==> config.mk <==
export PLATFORM = sky130hd
export DESIGN_NAME = sram_line_arbiter
export DESIGN_NICKNAME = d
export VERILOG_FILES = /design/src/rtl/sram_line_arbiter.sv
export SDC_FILE = /design/constraint.sdc
export NUM_CORES = 1
export LEC_CHECK = 0
export ABC_AREA = 1
export BUFFER_PORTS_ARGS = -buffer_cell sky130_fd_sc_hd__buf_2
export CORE_AREA = 2 2 187 189
export DETAILED_ROUTE_END_ITERATION = 8
export DIE_AREA = 0 0 189 191
export PLACE_DENSITY = 0.74
export SLEW_MARGIN = 30
export SYNTH_ARGS = -nofsm -noshare
export SYNTH_HDL_FRONTEND = slang
export SYNTH_SLANG_ARGS = --single-unit
==> constraint.sdc <==
create_clock -name wb_clk_i -period 4.8 [get_ports wb_clk_i]
set_clock_uncertainty 0.15 [all_clocks]
set_input_delay 0 -clock wb_clk_i [delete_from_list [all_inputs] [get_ports wb_clk_i]]
set_output_delay 0 -clock wb_clk_i [all_outputs]
set_load 0.01 [all_outputs]
==> src/rtl/sram_line_arbiter.sv <==
// Arbitrates icache/dcache 128-bit line requests onto a single-port 32-bit SRAM in four beats.
// Build option: define SRAM_ARB_ROUND_ROBIN_EN for round-robin ties (default: dcache wins ties).
module sram_line_arbiter #(
    parameter int unsigned WADDR_W  = 9,
    parameter int unsigned READ_LAT = 1
) (
    input  logic                 wb_clk_i,
    input  logic                 wb_rst_i,
    input  logic                 ic_req_i,
    input  logic [WADDR_W-3:0]   ic_addr_i,
    output logic                 ic_ack_o,
    output logic [127:0]         ic_rdata_o,
    input  logic                 dc_req_i,
    input  logic                 dc_we_i,
    input  logic [WADDR_W-3:0]   dc_addr_i,
    input  logic [127:0]         dc_wdata_i,
    output logic                 dc_ack_o,
    output logic [127:0]         dc_rdata_o,
    output logic                 sram_en_o,
    output logic                 sram_we_o,
    output logic [WADDR_W-1:0]   sram_addr_o,
    output logic [31:0]          sram_wdata_o,
    input  logic [31:0]          sram_rdata_i,
    output logic                 busy_o
);
    typedef enum logic [2:0] {StIdle, StBurst, StDrain, StAck, StGap} state_e;

    state_e               state_q, state_d;
    logic [1:0]           cnt_q, cnt_d;
    logic                 win_dc_q;
    logic                 we_q;
    logic [WADDR_W-3:0]   addr_q;
    logic [127:0]         wdata_q;
    logic [127:0]         ic_rdata_q, dc_rdata_q;
    logic [READ_LAT-1:0]  rd_vld_q;
    logic [1:0]           rd_idx_q [READ_LAT];
    logic                 grant, grant_dc, rd_issue;
    logic [6:0]           beat_lsb, cap_lsb;

    assign grant = ic_req_i | dc_req_i;

`ifdef SRAM_ARB_ROUND_ROBIN_EN
    // prio_dc_q = 1 means the dcache wins the next tie.
    logic prio_dc_q;
    assign grant_dc = dc_req_i && (!ic_req_i || prio_dc_q);
    always_ff @(posedge wb_clk_i) begin
        if (wb_rst_i) begin
            prio_dc_q <= 1'b1;
        end else if (state_q == StIdle && grant) begin
            prio_dc_q <= !grant_dc;
        end
    end
`else
    assign grant_dc = dc_req_i;
`endif

    always_comb begin
        state_d = state_q;
        cnt_d   = cnt_q;
        unique case (state_q)
            StIdle: begin
                if (grant) begin
                    state_d = StBurst;
                    cnt_d   = 2'd0;
                end
            end
            StBurst: begin
                cnt_d = cnt_q + 2'd1;
                if (cnt_q == 2'd3) begin
                    cnt_d   = 2'd0;
                    state_d = we_q ? StAck : StDrain;
                end
            end
            StDrain: begin
                cnt_d = cnt_q + 2'd1;
                if (cnt_q == 2'(READ_LAT - 1)) begin
                    cnt_d   = 2'd0;
                    state_d = StAck;
                end
            end
            StAck:   state_d = StGap;
            StGap:   state_d = StIdle;
            default: state_d = StIdle;
        endcase
    end

    always_ff @(posedge wb_clk_i) begin
        if (wb_rst_i) begin
            state_q  <= StIdle;
            cnt_q    <= 2'd0;
            win_dc_q <= 1'b0;
            we_q     <= 1'b0;
            addr_q   <= '0;
            wdata_q  <= '0;
        end else begin
            state_q <= state_d;
            cnt_q   <= cnt_d;
            if (state_q == StIdle && grant) begin
                win_dc_q <= grant_dc;
                we_q     <= grant_dc & dc_we_i;
                addr_q   <= grant_dc ? dc_addr_i : ic_addr_i;
                wdata_q  <= dc_wdata_i;
            end
        end
    end

    // Tracks which beat's data arrives READ_LAT cycles after its address cycle.
    assign rd_issue = (state_q == StBurst) && !we_q;

    always_ff @(posedge wb_clk_i) begin
        if (wb_rst_i) begin
            rd_vld_q <= '0;
            for (int i = 0; i < READ_LAT; i++) rd_idx_q[i] <= 2'd0;
        end else begin
            rd_vld_q[0] <= rd_issue;
            rd_idx_q[0] <= cnt_q;
            for (int i = 1; i < READ_LAT; i++) begin
                rd_vld_q[i] <= rd_vld_q[i-1];
                rd_idx_q[i] <= rd_idx_q[i-1];
            end
        end
    end

    assign cap_lsb = {rd_idx_q[READ_LAT-1], 5'd0};

    always_ff @(posedge wb_clk_i) begin
        if (wb_rst_i) begin
            ic_rdata_q <= '0;
            dc_rdata_q <= '0;
        end else if (rd_vld_q[READ_LAT-1]) begin
            if (win_dc_q) dc_rdata_q[cap_lsb +: 32] <= sram_rdata_i;
            else          ic_rdata_q[cap_lsb +: 32] <= sram_rdata_i;
        end
    end

    assign beat_lsb     = {cnt_q, 5'd0};
    assign sram_en_o    = (state_q == StBurst);
    assign sram_we_o    = sram_en_o & we_q;
    assign sram_addr_o  = sram_en_o ? {addr_q, cnt_q} : '0;
    assign sram_wdata_o = sram_we_o ? wdata_q[beat_lsb +: 32] : 32'd0;
    assign ic_ack_o     = (state_q == StAck) && !win_dc_q;
    assign dc_ack_o     = (state_q == StAck) && win_dc_q;
    assign ic_rdata_o   = ic_rdata_q;
    assign dc_rdata_o   = dc_rdata_q;
    assign busy_o       = (state_q != StIdle);

endmodule

==> out/metrics.csv <==
metric,value,unit
htree_levels,2,
reg2reg_depth,6,
r2r_slack,1.76,ns
yosys-mux-area-fraction,0,%
design_area,21500,µm²
synth_compound_area_share,24.0,%
crit_buf_inv,3,
worst_path_dominant_cell_family,buffers and inverters,
grt_overflow,0,
cp.required,4.65,ns
syn_area_per_cell,7.70,µm²
r2r-end,ic_rdata_o[25],
synth_area,15900,µm²
clock_latency,0.52,ns
crit_slowest_cell,dfxtp_2,
clkTransAtPathRegs,0.06,ns
grt_max_degree,185,
status,"complete, no violations",
ir_drop,0.273,mV
power_density,449,nW/µm²
clock_sinks,401,
power.leakage,9.64,nW
fillers,2807,
grtUsageTotal,32.1,%
initial_core_util,46.7,%
place_area,18300,µm²
setup_ws,1.56,ns
dpl_worst_slack,1.51,ns
yosys_warnings,0,
slowest_delay,0.77,ns
dpl.hpwl,37.7,mm
synth_xor_area_share,0,%
wirelength,60.8,mm
synth_top_family_by_area,compound AO/OA/AOI/OAI gates,
ys_seq_area_share,50.4,%
die_x,189,µm
total_power,9.68,mW
cts-root-buf,clkbuf_16,
fin_crit_sh,67.5,%
ctsLongestPathBuffers,3,
hold_violations,0,
critPathArrivalTime,3.09,ns
drcViolationCount,0,
worst_pin_slew,0.942,ns
rsz0062_at_grt,false,
nets,2812,
startpoint_type,flop,
finalMaxSlewViolations,0,
syn_inst,2069,
worstPathMaxFanout,52,
holdCritPathClass,input port to flop,
min_from,dc_wdata_i[124],
end_kind,output port,
postRouteAntennaNets,0,
syn_nets,2256,
num_io_pins,481,
fp.coreArea,34100,µm²
maxCapViolations,0,
io_buffers,480,
fmax,309,MHz
gp_congestion,0.907,
synthAdderAreaFrac,0.628,%
via_count,17300,
crit_path_cell_trace,"inv_2, buf_4, o21ai_0, a21oi_1, buf_2",
post_drt_wl_per_cell,19.5,µm
fin_cells,3111,
cts_buffers,42,
grt_pass1_wl,92.5,mm
ys_ff_latch,401,
synth-simple-area-share,16.9,%
grt_pass1_vias,16800,
crit_type,flop to output port,
die_h,191,µm
slew_headroom,37.0,%
tns,0,ns
cts_tree,built,
row_count,68,
hold_depth,4,
r2r-start,rd_idx_q[0][0],
area_growth,35.2,%
synth.distinct_cells,27,
post-route-min-period,3.24,ns
layout-drive-gt1-share,23.9,%
grt_antenna_before_repair,6,
dieArea,36100,µm²
placed_cells,2855,
avgViaCountPerCell,5.55,
setup_viol,0,
drt_iter0_drc,1460,
whs_endpoint,wdata_q[124],
drt_first_pass_iters,7,
where the power goes:
group          internal (mW)  switching [mW]  total [mW]
registers               3.81           0.249        4.06
logic                  0.732            1.62        2.35
clock network           1.93            1.34        3.27
total                   6.48            3.21        9.68
flip-flops by register name (all words and copies together), names as in the netlist:
| register | count |
|---|---|
| state_q | 3 |
| rd_vld_q | 1 |
| rd_idx_q | 2 |
| cnt_q | 2 |
| wdata_q | 128 |
| we_q | 1 |
| dc_rdata_o | 128 |
| win_dc_q | 1 |
| ic_rdata_o | 128 |
| addr_q | 7 |
kinds of logic (layout without fill, tap and decap cells):
kind of cell	count (synthesis)	count (layout)
buffers and inverters	286	869
other	0	4
AOI/OAI and AO/OA	765	765
DFF	401	401
adders and majority gates	8	8
and+or+nand+nor	609	609
through the flow:
step                      util [%]  hold slack, ns
after floorplan                  -         -0.0151
after global placement        53.5          0.0755
after detailed placement      53.7          0.0788
after CTS                     63.0          0.0671
after global routing          63.2           0.102
final                         63.2          0.0899
cell type report:
| class | instances | area [µm²] | area share [%] |
|---|---|---|---|
| multi-input cells | 1382 | 6660 | 30.9 |
| diodes | 4 | 10.0 | 0.0465 |
| clock inverters | 14 | 158 | 0.732 |
| flip-flops and latches | 401 | 8030 | 37.3 |
| inverters | 119 | 454 | 2.11 |
| repair buffers | 679 | 4450 | 20.7 |
| clock buffers | 57 | 1220 | 5.66 |
| well taps | 455 | 569 | 2.64 |
synthesized netlist by cell type, drive strengths merged:
master / n / area (µm²)
dfxtp: 401 / 8030
o21ai: 384 / 1920
a21oi: 378 / 1890
nor2: 283 / 1110
nand2: 235 / 897
inv: 115 / 434
clkbuf: 92 / 345
buf: 75 / 498
nand3: 40 / 200
nor3: 37 / 315
nor3b: 14 / 165
ha: 8 / 100
clkinv: 4 / 15.0
a22oi: 1 / 7.51
a31oi: 1 / 6.26
o22ai: 1 / 6.26
tightest hold or removal path: cells and delay by family:
family | cells | cell delay [ns]
buffers and inverters | 2 | 0.62
and+or+nand+nor | 2 | 0.12
cell usage in the layout, fill, tap and decap left out, types with 4 or more instances in the layout:
master         instances
nor3_1                11
clkbuf_16             43
nand2_2                5
inv_2                  8
clkbuf_1               5
nor2_1               271
a21oi_1              378
nor3b_2               12
buf_16                 4
buf_2                480
nand3_1               40
o21ai_0              358
diode_2                4
nand2_1              229
o21ai_1               26
clkbuf_8               9
clkinv_2               7
dlygate4sd3_1        180
ha_1                   7
nor2_4                 9
buf_4                 13
dfxtp_1              400
nor3_2                26
inv_1                106
how the worst max path moves through the flow:
stage | startpoint | end | cells past startpoint
after floorplan | rd_idx_q[0][0] | ic_rdata_o[111] | 11
after global placement | rd_idx_q[0][0] | ic_rdata_o[6] | 6
after detailed placement | rd_idx_q[0][0] | ic_rdata_o[15] | 6
after CTS | rd_idx_q[0][0] | ic_rdata_o[6] | 6
after global routing | cnt_q[0] | sram_wdata_o[3] | 5
final | cnt_q[0] | sram_wdata_o[3] | 5
routing by layer:
layer  track usage, %  up-vias  share of wire (%)
met5                0        -                  0
met2             53.1     1039                 46
met4             19.1        0                6.4
met3             8.17      250                9.7
met1             37.6     8007                 38
li1                 -     7985                  -
timing repair:
action                    CTS  global route
setup buffers               0             0
hold endpoints to repair  397             0
gates resized for setup     0             0
hold buffers              180             0
Note: power is estimated with default switching activity, not from simulation.
